===== config.mk =====
export PLATFORM = sky130hd
export DESIGN_NAME = mcpu_control_fsm_flat
export DESIGN_NICKNAME = d
export VERILOG_FILES = /design/src/rtl/mcpu_control_fsm_if.sv /design/src/rtl/mcpu_control_fsm.sv /design/src/flat_wrapper.sv
export SDC_FILE = /design/constraint.sdc
export NUM_CORES = 1
export LEC_CHECK = 0
export CAP_MARGIN = 25
export CORE_UTILIZATION = 32
export CTS_BUF_LIST = sky130_fd_sc_hd__clkbuf_16
export CTS_CLUSTER_SIZE = 24
export DETAILED_ROUTE_END_ITERATION = 8
export DONT_BUFFER_PORTS = 1
export GPL_ROUTABILITY_DRIVEN = 0
export SYNTH_ARGS = -nofsm -noshare
export SYNTH_HDL_FRONTEND = slang
export SYNTH_SLANG_ARGS = --single-unit

===== constraint.sdc =====
create_clock -name clk -period 2.9 [get_ports clk]
set_input_delay 0.87 -clock clk [delete_from_list [all_inputs] [get_ports clk]]
set_output_delay 0.87 -clock clk [all_outputs]
set_load 0.05 [all_outputs]

===== src/rtl/mcpu_control_fsm_if.sv =====
// rtl/mcpu_control_fsm_if.sv - control bus between the MCPU control FSM and its datapath
interface mcpu_control_fsm_if;
    logic [5:0] i_op;
    logic [5:0] i_funct;
    logic       i_br;
    logic       PCWrite;
    logic       IorD;
    logic       MemWrite;
    logic       IRWrite;
    logic       RegDst;
    logic       MemtoReg;
    logic       RegWrite;
    logic       ALUSrcA;
    logic [1:0] ALUSrcB;
    logic [1:0] PCSrc;
    logic [3:0] ALUControl;
    logic       o_illegal;

    modport master (
        input  i_op, i_funct, i_br,
        output PCWrite, IorD, MemWrite, IRWrite, RegDst, MemtoReg, RegWrite,
               ALUSrcA, ALUSrcB, PCSrc, ALUControl, o_illegal
    );

    modport slave (
        output i_op, i_funct, i_br,
        input  PCWrite, IorD, MemWrite, IRWrite, RegDst, MemtoReg, RegWrite,
               ALUSrcA, ALUSrcB, PCSrc, ALUControl, o_illegal
    );
endinterface


===== src/rtl/mcpu_control_fsm.sv =====
// rtl/mcpu_control_fsm.sv - multicycle MCPU control unit (fetch/decode/execute/mem/writeback)
module mcpu_control_fsm #(
    parameter int MEM_LAT = 1
) (
    input  logic                       clk,
    input  logic                       reset_n,
    mcpu_control_fsm_if.master         bus
);

    typedef enum logic [3:0] {
        S_FETCH    = 4'd0,
        S_DECODE   = 4'd1,
        S_MEMADR   = 4'd2,
        S_MEMRD    = 4'd3,
        S_MEMWB    = 4'd4,
        S_MEMWR    = 4'd5,
        S_EXEC     = 4'd6,
        S_ALUWB    = 4'd7,
        S_BRANCH   = 4'd8,
        S_ADDIEXEC = 4'd9,
        S_ADDIWB   = 4'd10,
        S_JUMP     = 4'd11
    } state_t;

    localparam logic [5:0] OP_RTYPE = 6'b000000;
    localparam logic [5:0] OP_LW    = 6'b100011;
    localparam logic [5:0] OP_SW    = 6'b101011;
    localparam logic [5:0] OP_BR    = 6'b000100;
    localparam logic [5:0] OP_ADDI  = 6'b001000;
    localparam logic [5:0] OP_J     = 6'b000010;

    localparam logic [3:0] ALU_AND  = 4'b0000;
    localparam logic [3:0] ALU_OR   = 4'b0001;
    localparam logic [3:0] ALU_ADD  = 4'b0010;
    localparam logic [3:0] ALU_SUB  = 4'b0110;
    localparam logic [3:0] ALU_SLT  = 4'b0111;
    localparam logic [3:0] ALU_XOR  = 4'b1011;
    localparam logic [3:0] ALU_SLLV = 4'b1110;

    localparam logic [3:0] LAST_WAIT = 4'(MEM_LAT - 1);

    state_t     r_state;
    state_t     w_next;
    logic [3:0] r_cnt;
    logic       w_mem_last;
    logic       w_funct_ok;
    logic [3:0] w_funct_alu;

    assign w_mem_last = (r_cnt == LAST_WAIT);

    always_comb begin
        w_funct_ok  = 1'b1;
        w_funct_alu = ALU_ADD;
        case (bus.i_funct)
            6'b100000: w_funct_alu = ALU_ADD;
            6'b100010: w_funct_alu = ALU_SUB;
            6'b100100: w_funct_alu = ALU_AND;
            6'b100101: w_funct_alu = ALU_OR;
            6'b100110: w_funct_alu = ALU_XOR;
            6'b101010: w_funct_alu = ALU_SLT;
            6'b000100: w_funct_alu = ALU_SLLV;
            default:   w_funct_ok  = 1'b0;
        endcase
    end

    // Wait counter only advances while a memory state holds; any transition clears it.
    always_ff @(posedge clk) begin
        if (!reset_n) begin
            r_state <= S_FETCH;
            r_cnt   <= 4'd0;
        end else begin
            r_state <= w_next;
            r_cnt   <= (w_next != r_state) ? 4'd0 : r_cnt + 4'd1;
        end
    end

    always_comb begin
        w_next = r_state;
        case (r_state)
            S_FETCH:    if (w_mem_last) w_next = S_DECODE;
            S_DECODE: begin
                case (bus.i_op)
                    OP_LW, OP_SW: w_next = S_MEMADR;
                    OP_RTYPE:     w_next = S_EXEC;
                    OP_BR:        w_next = S_BRANCH;
                    OP_ADDI:      w_next = S_ADDIEXEC;
                    OP_J:         w_next = S_JUMP;
                    default:      w_next = S_FETCH;
                endcase
            end
            S_MEMADR: begin
                if (bus.i_op == OP_LW)      w_next = S_MEMRD;
                else if (bus.i_op == OP_SW) w_next = S_MEMWR;
                else                        w_next = S_FETCH;
            end
            S_MEMRD:    if (w_mem_last) w_next = S_MEMWB;
            S_MEMWB:    w_next = S_FETCH;
            S_MEMWR:    w_next = S_FETCH;
            S_EXEC:     w_next = w_funct_ok ? S_ALUWB : S_FETCH;
            S_ALUWB:    w_next = S_FETCH;
            S_BRANCH:   w_next = S_FETCH;
            S_ADDIEXEC: w_next = S_ADDIWB;
            S_ADDIWB:   w_next = S_FETCH;
            S_JUMP:     w_next = S_FETCH;
            default:    w_next = S_FETCH;
        endcase
    end

    // Outputs are gated by reset_n so nothing fires while reset is held mid-instruction.
    always_comb begin
        bus.PCWrite    = 1'b0;
        bus.IorD       = 1'b0;
        bus.MemWrite   = 1'b0;
        bus.IRWrite    = 1'b0;
        bus.RegDst     = 1'b0;
        bus.MemtoReg   = 1'b0;
        bus.RegWrite   = 1'b0;
        bus.ALUSrcA    = 1'b0;
        bus.ALUSrcB    = 2'b00;
        bus.PCSrc      = 2'b00;
        bus.ALUControl = ALU_ADD;
        bus.o_illegal  = 1'b0;
        if (reset_n) begin
            case (r_state)
                S_FETCH: begin
                    bus.ALUSrcB = 2'b01;
                    bus.IRWrite = w_mem_last;
                    bus.PCWrite = w_mem_last;
                end
                S_DECODE: begin
                    bus.ALUSrcB = 2'b11;
                    case (bus.i_op)
                        OP_LW, OP_SW, OP_RTYPE, OP_BR, OP_ADDI, OP_J: bus.o_illegal = 1'b0;
                        default: bus.o_illegal = 1'b1;
                    endcase
                end
                S_MEMADR: begin
                    bus.ALUSrcA = 1'b1;
                    bus.ALUSrcB = 2'b10;
                end
                S_MEMRD:  bus.IorD = 1'b1;
                S_MEMWB: begin
                    bus.MemtoReg = 1'b1;
                    bus.RegWrite = 1'b1;
                end
                S_MEMWR: begin
                    bus.IorD     = 1'b1;
                    bus.MemWrite = 1'b1;
                end
                S_EXEC: begin
                    bus.ALUSrcA    = 1'b1;
                    bus.ALUControl = w_funct_alu;
                    bus.o_illegal  = !w_funct_ok;
                end
                S_ALUWB: begin
                    bus.RegDst   = 1'b1;
                    bus.RegWrite = 1'b1;
                end
                S_BRANCH: begin
                    bus.ALUSrcA    = 1'b1;
                    bus.ALUControl = ALU_SUB;
                    bus.PCSrc      = 2'b01;
                    bus.PCWrite    = bus.i_br;
                end
                S_ADDIEXEC: begin
                    bus.ALUSrcA = 1'b1;
                    bus.ALUSrcB = 2'b10;
                end
                S_ADDIWB: bus.RegWrite = 1'b1;
                S_JUMP: begin
                    bus.PCSrc   = 2'b10;
                    bus.PCWrite = 1'b1;
                end
                default: ;
            endcase
        end
    end

endmodule


===== src/flat_wrapper.sv =====
// flat-port wrapper written by rule: the top's interface ports become plain ports
module mcpu_control_fsm_flat 
#(
    parameter int MEM_LAT = 1
)
  (clk, reset_n, bus_i_op, bus_i_funct, bus_i_br, bus_PCWrite, bus_IorD, bus_MemWrite, bus_IRWrite, bus_RegDst, bus_MemtoReg, bus_RegWrite, bus_ALUSrcA, bus_ALUSrcB, bus_PCSrc, bus_ALUControl, bus_o_illegal);
  mcpu_control_fsm_if bus_i ();
  input  logic clk;
  input  logic reset_n;
  input wire logic [$bits(bus_i.i_op)-1:0] bus_i_op;
  input wire logic [$bits(bus_i.i_funct)-1:0] bus_i_funct;
  input wire logic [$bits(bus_i.i_br)-1:0] bus_i_br;
  output wire logic [$bits(bus_i.PCWrite)-1:0] bus_PCWrite;
  output wire logic [$bits(bus_i.IorD)-1:0] bus_IorD;
  output wire logic [$bits(bus_i.MemWrite)-1:0] bus_MemWrite;
  output wire logic [$bits(bus_i.IRWrite)-1:0] bus_IRWrite;
  output wire logic [$bits(bus_i.RegDst)-1:0] bus_RegDst;
  output wire logic [$bits(bus_i.MemtoReg)-1:0] bus_MemtoReg;
  output wire logic [$bits(bus_i.RegWrite)-1:0] bus_RegWrite;
  output wire logic [$bits(bus_i.ALUSrcA)-1:0] bus_ALUSrcA;
  output wire logic [$bits(bus_i.ALUSrcB)-1:0] bus_ALUSrcB;
  output wire logic [$bits(bus_i.PCSrc)-1:0] bus_PCSrc;
  output wire logic [$bits(bus_i.ALUControl)-1:0] bus_ALUControl;
  output wire logic [$bits(bus_i.o_illegal)-1:0] bus_o_illegal;
  assign bus_i.i_op = bus_i_op;
  assign bus_i.i_funct = bus_i_funct;
  assign bus_i.i_br = bus_i_br;
  assign bus_PCWrite = bus_i.PCWrite;
  assign bus_IorD = bus_i.IorD;
  assign bus_MemWrite = bus_i.MemWrite;
  assign bus_IRWrite = bus_i.IRWrite;
  assign bus_RegDst = bus_i.RegDst;
  assign bus_MemtoReg = bus_i.MemtoReg;
  assign bus_RegWrite = bus_i.RegWrite;
  assign bus_ALUSrcA = bus_i.ALUSrcA;
  assign bus_ALUSrcB = bus_i.ALUSrcB;
  assign bus_PCSrc = bus_i.PCSrc;
  assign bus_ALUControl = bus_i.ALUControl;
  assign bus_o_illegal = bus_i.o_illegal;
  mcpu_control_fsm #(.MEM_LAT(MEM_LAT)) u_core (.clk(clk), .reset_n(reset_n), .bus(bus_i));
endmodule

==> run metrics <==
CTS buffer count=3; num ports=32; number of buffer and inverter stages on the critical path=1; total global routing track utilization=17.89%; number of synthesis warnings=0; Antenna Cells=0; TritonCTS Sinks=8; stage delay of the slowest cell on the critical path=0.37 ns; antenna viol nets, final=0; total number of vias=1013; post-synthesis async set-or-reset flop share=0%; count of final max-slew check failures=0; flip-flop cell with the highest count after synthesis=sky130_fd_sc_hd__dfxtp_1; share of the synthesized area in the top cell type=17.11%; number of cell rows=19; area occupied by registers=161.4 um2; number of levels the H-tree was split into=1; fraction of final layout cells with drive strength greater than 1=29.37%; Critical Path End Type=primary output; dominant cells by area after synthesis=sky130_fd_sc_hd__dfxtp_1, sky130_fd_sc_hd__nand2_1, sky130_fd_sc_hd__nor2_1; area of the placeable core=0.002758 mm2; required time of the critical path=2.03 ns; wire per inst=14.76 um; number of remaining DRC errors=0; insertion delay of the later-clocked pin in the worst-skew pair=0.23 ns; maximum number of pins on one net before global-route repair=15; placed wire-length estimate after detailed placement=2065 um; Cell variety after synth=49; Iteration-0 DRC Markers=47; fill cell count=284; kind of start point of the critical path=input pin; final-report hold violation count=0; crit share post-route=96.33%; outcome=completed; share of the core filled with cells in the final layout=47.10%; commonest cells after routing, fill and taps aside=sky130_fd_sc_hd__buf_4, sky130_fd_sc_hd__nor2_1, sky130_fd_sc_hd__nand2_1; Overflow after GRT=0; Leak Pwr=0.4911 nW; area of the multi-input gates=793.3 um2; number of maximum-capacitance constraint violations=0; Final min period=2.794 ns; Vias/cell=5.822; initial cell density of the core=33.94%; setup repair after global routing missed its margin=no; final sum of negative setup slack=0 ns; chain of cells forming the critical path=nor2b_1 > maj3_1 > a2bb2oi_2 > nor2_1 > o21ai_4 > buf_12; Worst Setup Path Type=input pin to primary output; clock slew at reported path FFs=0.03 ns; crit path max fanout=5; vertical die dimension=56.08 um; number of instances in the synthesized netlist=126; Pwr per Cell Area=343.8 mW/mm2; EDFF count, synth=0; critical-path cell with the highest stage delay=sky130_fd_sc_hd__maj3_1; initial antenna violation count=0; cell at the root of the clock tree=sky130_fd_sc_hd__clkbuf_16; most common cell after layout, fill and taps aside=sky130_fd_sc_hd__buf_4; vias in the first global route=994; Avg Synthesized Cell Area=7.428 um2; router iterations before antenna repair=4; number of synthesized register bits=8; sequential share of the synthesized area=17.11%; worst min-delay path class=flop to flop; maximum clock frequency=0.3580 GHz; Die ar.=0.003145 mm2; net count of the mapped netlist=143; arrival time of data at the critical path endpoint=1.92 ns; maximum clock insertion buffer count=2; Tightest Pin Transition=0.4964 ns; area of the mapped netlist=935.9 um2; final net count=162; sum of routed wire length over all layers=2568 um; horizontal extent of the die=56.08 um; most area-hungry cell type in the Yosys netlist=sky130_fd_sc_hd__dfxtp_1; total of buffers placed on input and output ports=0; worst clock skew=0.0006369 ns; global-route wire length before repair=4547 um; VDD IR-drop max=345.2 uV; final count of negative-setup-slack endpoints=0; clock tree from TritonCTS=built; Area growth syn-to-layout=38.77%; cell family with the largest share of critical-path delay=adder cells; normalized max-slew margin=67.02%
==> where the power goes <==
group	total (mW)	switching [mW]	internal (mW)
Sequential	0.115	0.00178	0.113
Clock	0.226	0.0491	0.177
Combinational	0.106	0.0622	0.0433
==> per-layer routing <==
metal | part of all wire, % | global-route usage [%] | vias up
met5 | 0 | 0 | -
met4 | 1.1 | 6.272 | 0
met3 | 4.7 | 3.256 | 4
met2 | 54 | 33.33 | 20
met1 | 40 | 20.08 | 494
li1 | - | - | 495
==> kinds of logic (layout without fill, tap and decap cells) <==
family                   after synthesis  after routing  share of synthesized area, %
XOR/XNOR                               7              7                         6.551
AO/OA/AOI/OAI                         30             30                         23.80
AND/OR/NAND/NOR                       65             65                         43.31
buffers and inverters                 13             30                         5.481
adder cells (fa/ha/maj)                3              3                         3.743
flip-flops                             8              8                         17.11
==> cell type report <==
type | count | area share (%)
tap | 31 | 2.987
multi-input combinational | 105 | 61.08
timing repair buffer | 21 | 15.99
inverter | 6 | 1.734
sequential | 8 | 12.43
clock buffer | 3 | 5.780
==> cell usage after synthesis (all sizes together) (2+ instances only) <==
library cell,instances
nor4,3
nor2b,4
buf,2
nand2b,4
nor3,9
dfxtp,8
ha,2
a21oi,5
nor3b,3
nand2,10
or3b,2
nand3,5
nand3b,3
inv,6
nor2,10
a21boi,2
o31a,2
and2,2
clkbuf,5
xnor2,3
o21ai,7
xor2,4
o31ai,2
o21a,2
and4,2
nand4b,2
and3,3
==> per-stage QoR <==
step,setup slack [ns],power (mW),area [um2],std cells,hold slack (ns)
2_1_floorplan,-0.2618,0.1948,993.5,126,0.4589
3_3_place_gp,0.1257,0.2180,1211,171,0.4747
3_5_place_dp,0.07559,0.2198,1211,171,0.4917
4_1_cts,0.06435,0.4513,1286,174,0.4967
5_1_grt,0.05101,0.4676,1299,174,0.5321
6_report,0.1064,0.4465,1299,174,0.4936
==> registers in the layout, summed over array words and instances (netlist names) <==
signal and flops:
u_core.r_cnt 4, u_core.r_state 4
==> final timing paths <==
path | from | end | slack (ns) | depth (start not counted)
max | bus_i_funct[2] | bus_o_illegal | 0.11 | 6
min | u_core.r_cnt[0] | u_core.r_cnt[0] | 0.49 | 1
max reg2reg | u_core.r_cnt[0] | u_core.r_cnt[3] | 1.03 | 6
min reg2reg | u_core.r_cnt[0] | u_core.r_cnt[0] | 0.49 | 1
==> what timing repair did <==
action | in CTS | in global routing
resized for setup | 0 | 3
hold endpoints to repair | 0 | 0
setup buffers | 0 | 0
endpoints found under the setup margin | 0 | 3
hold buffers | 0 | 0
Note: power is estimated with default switching activity, not from simulation.
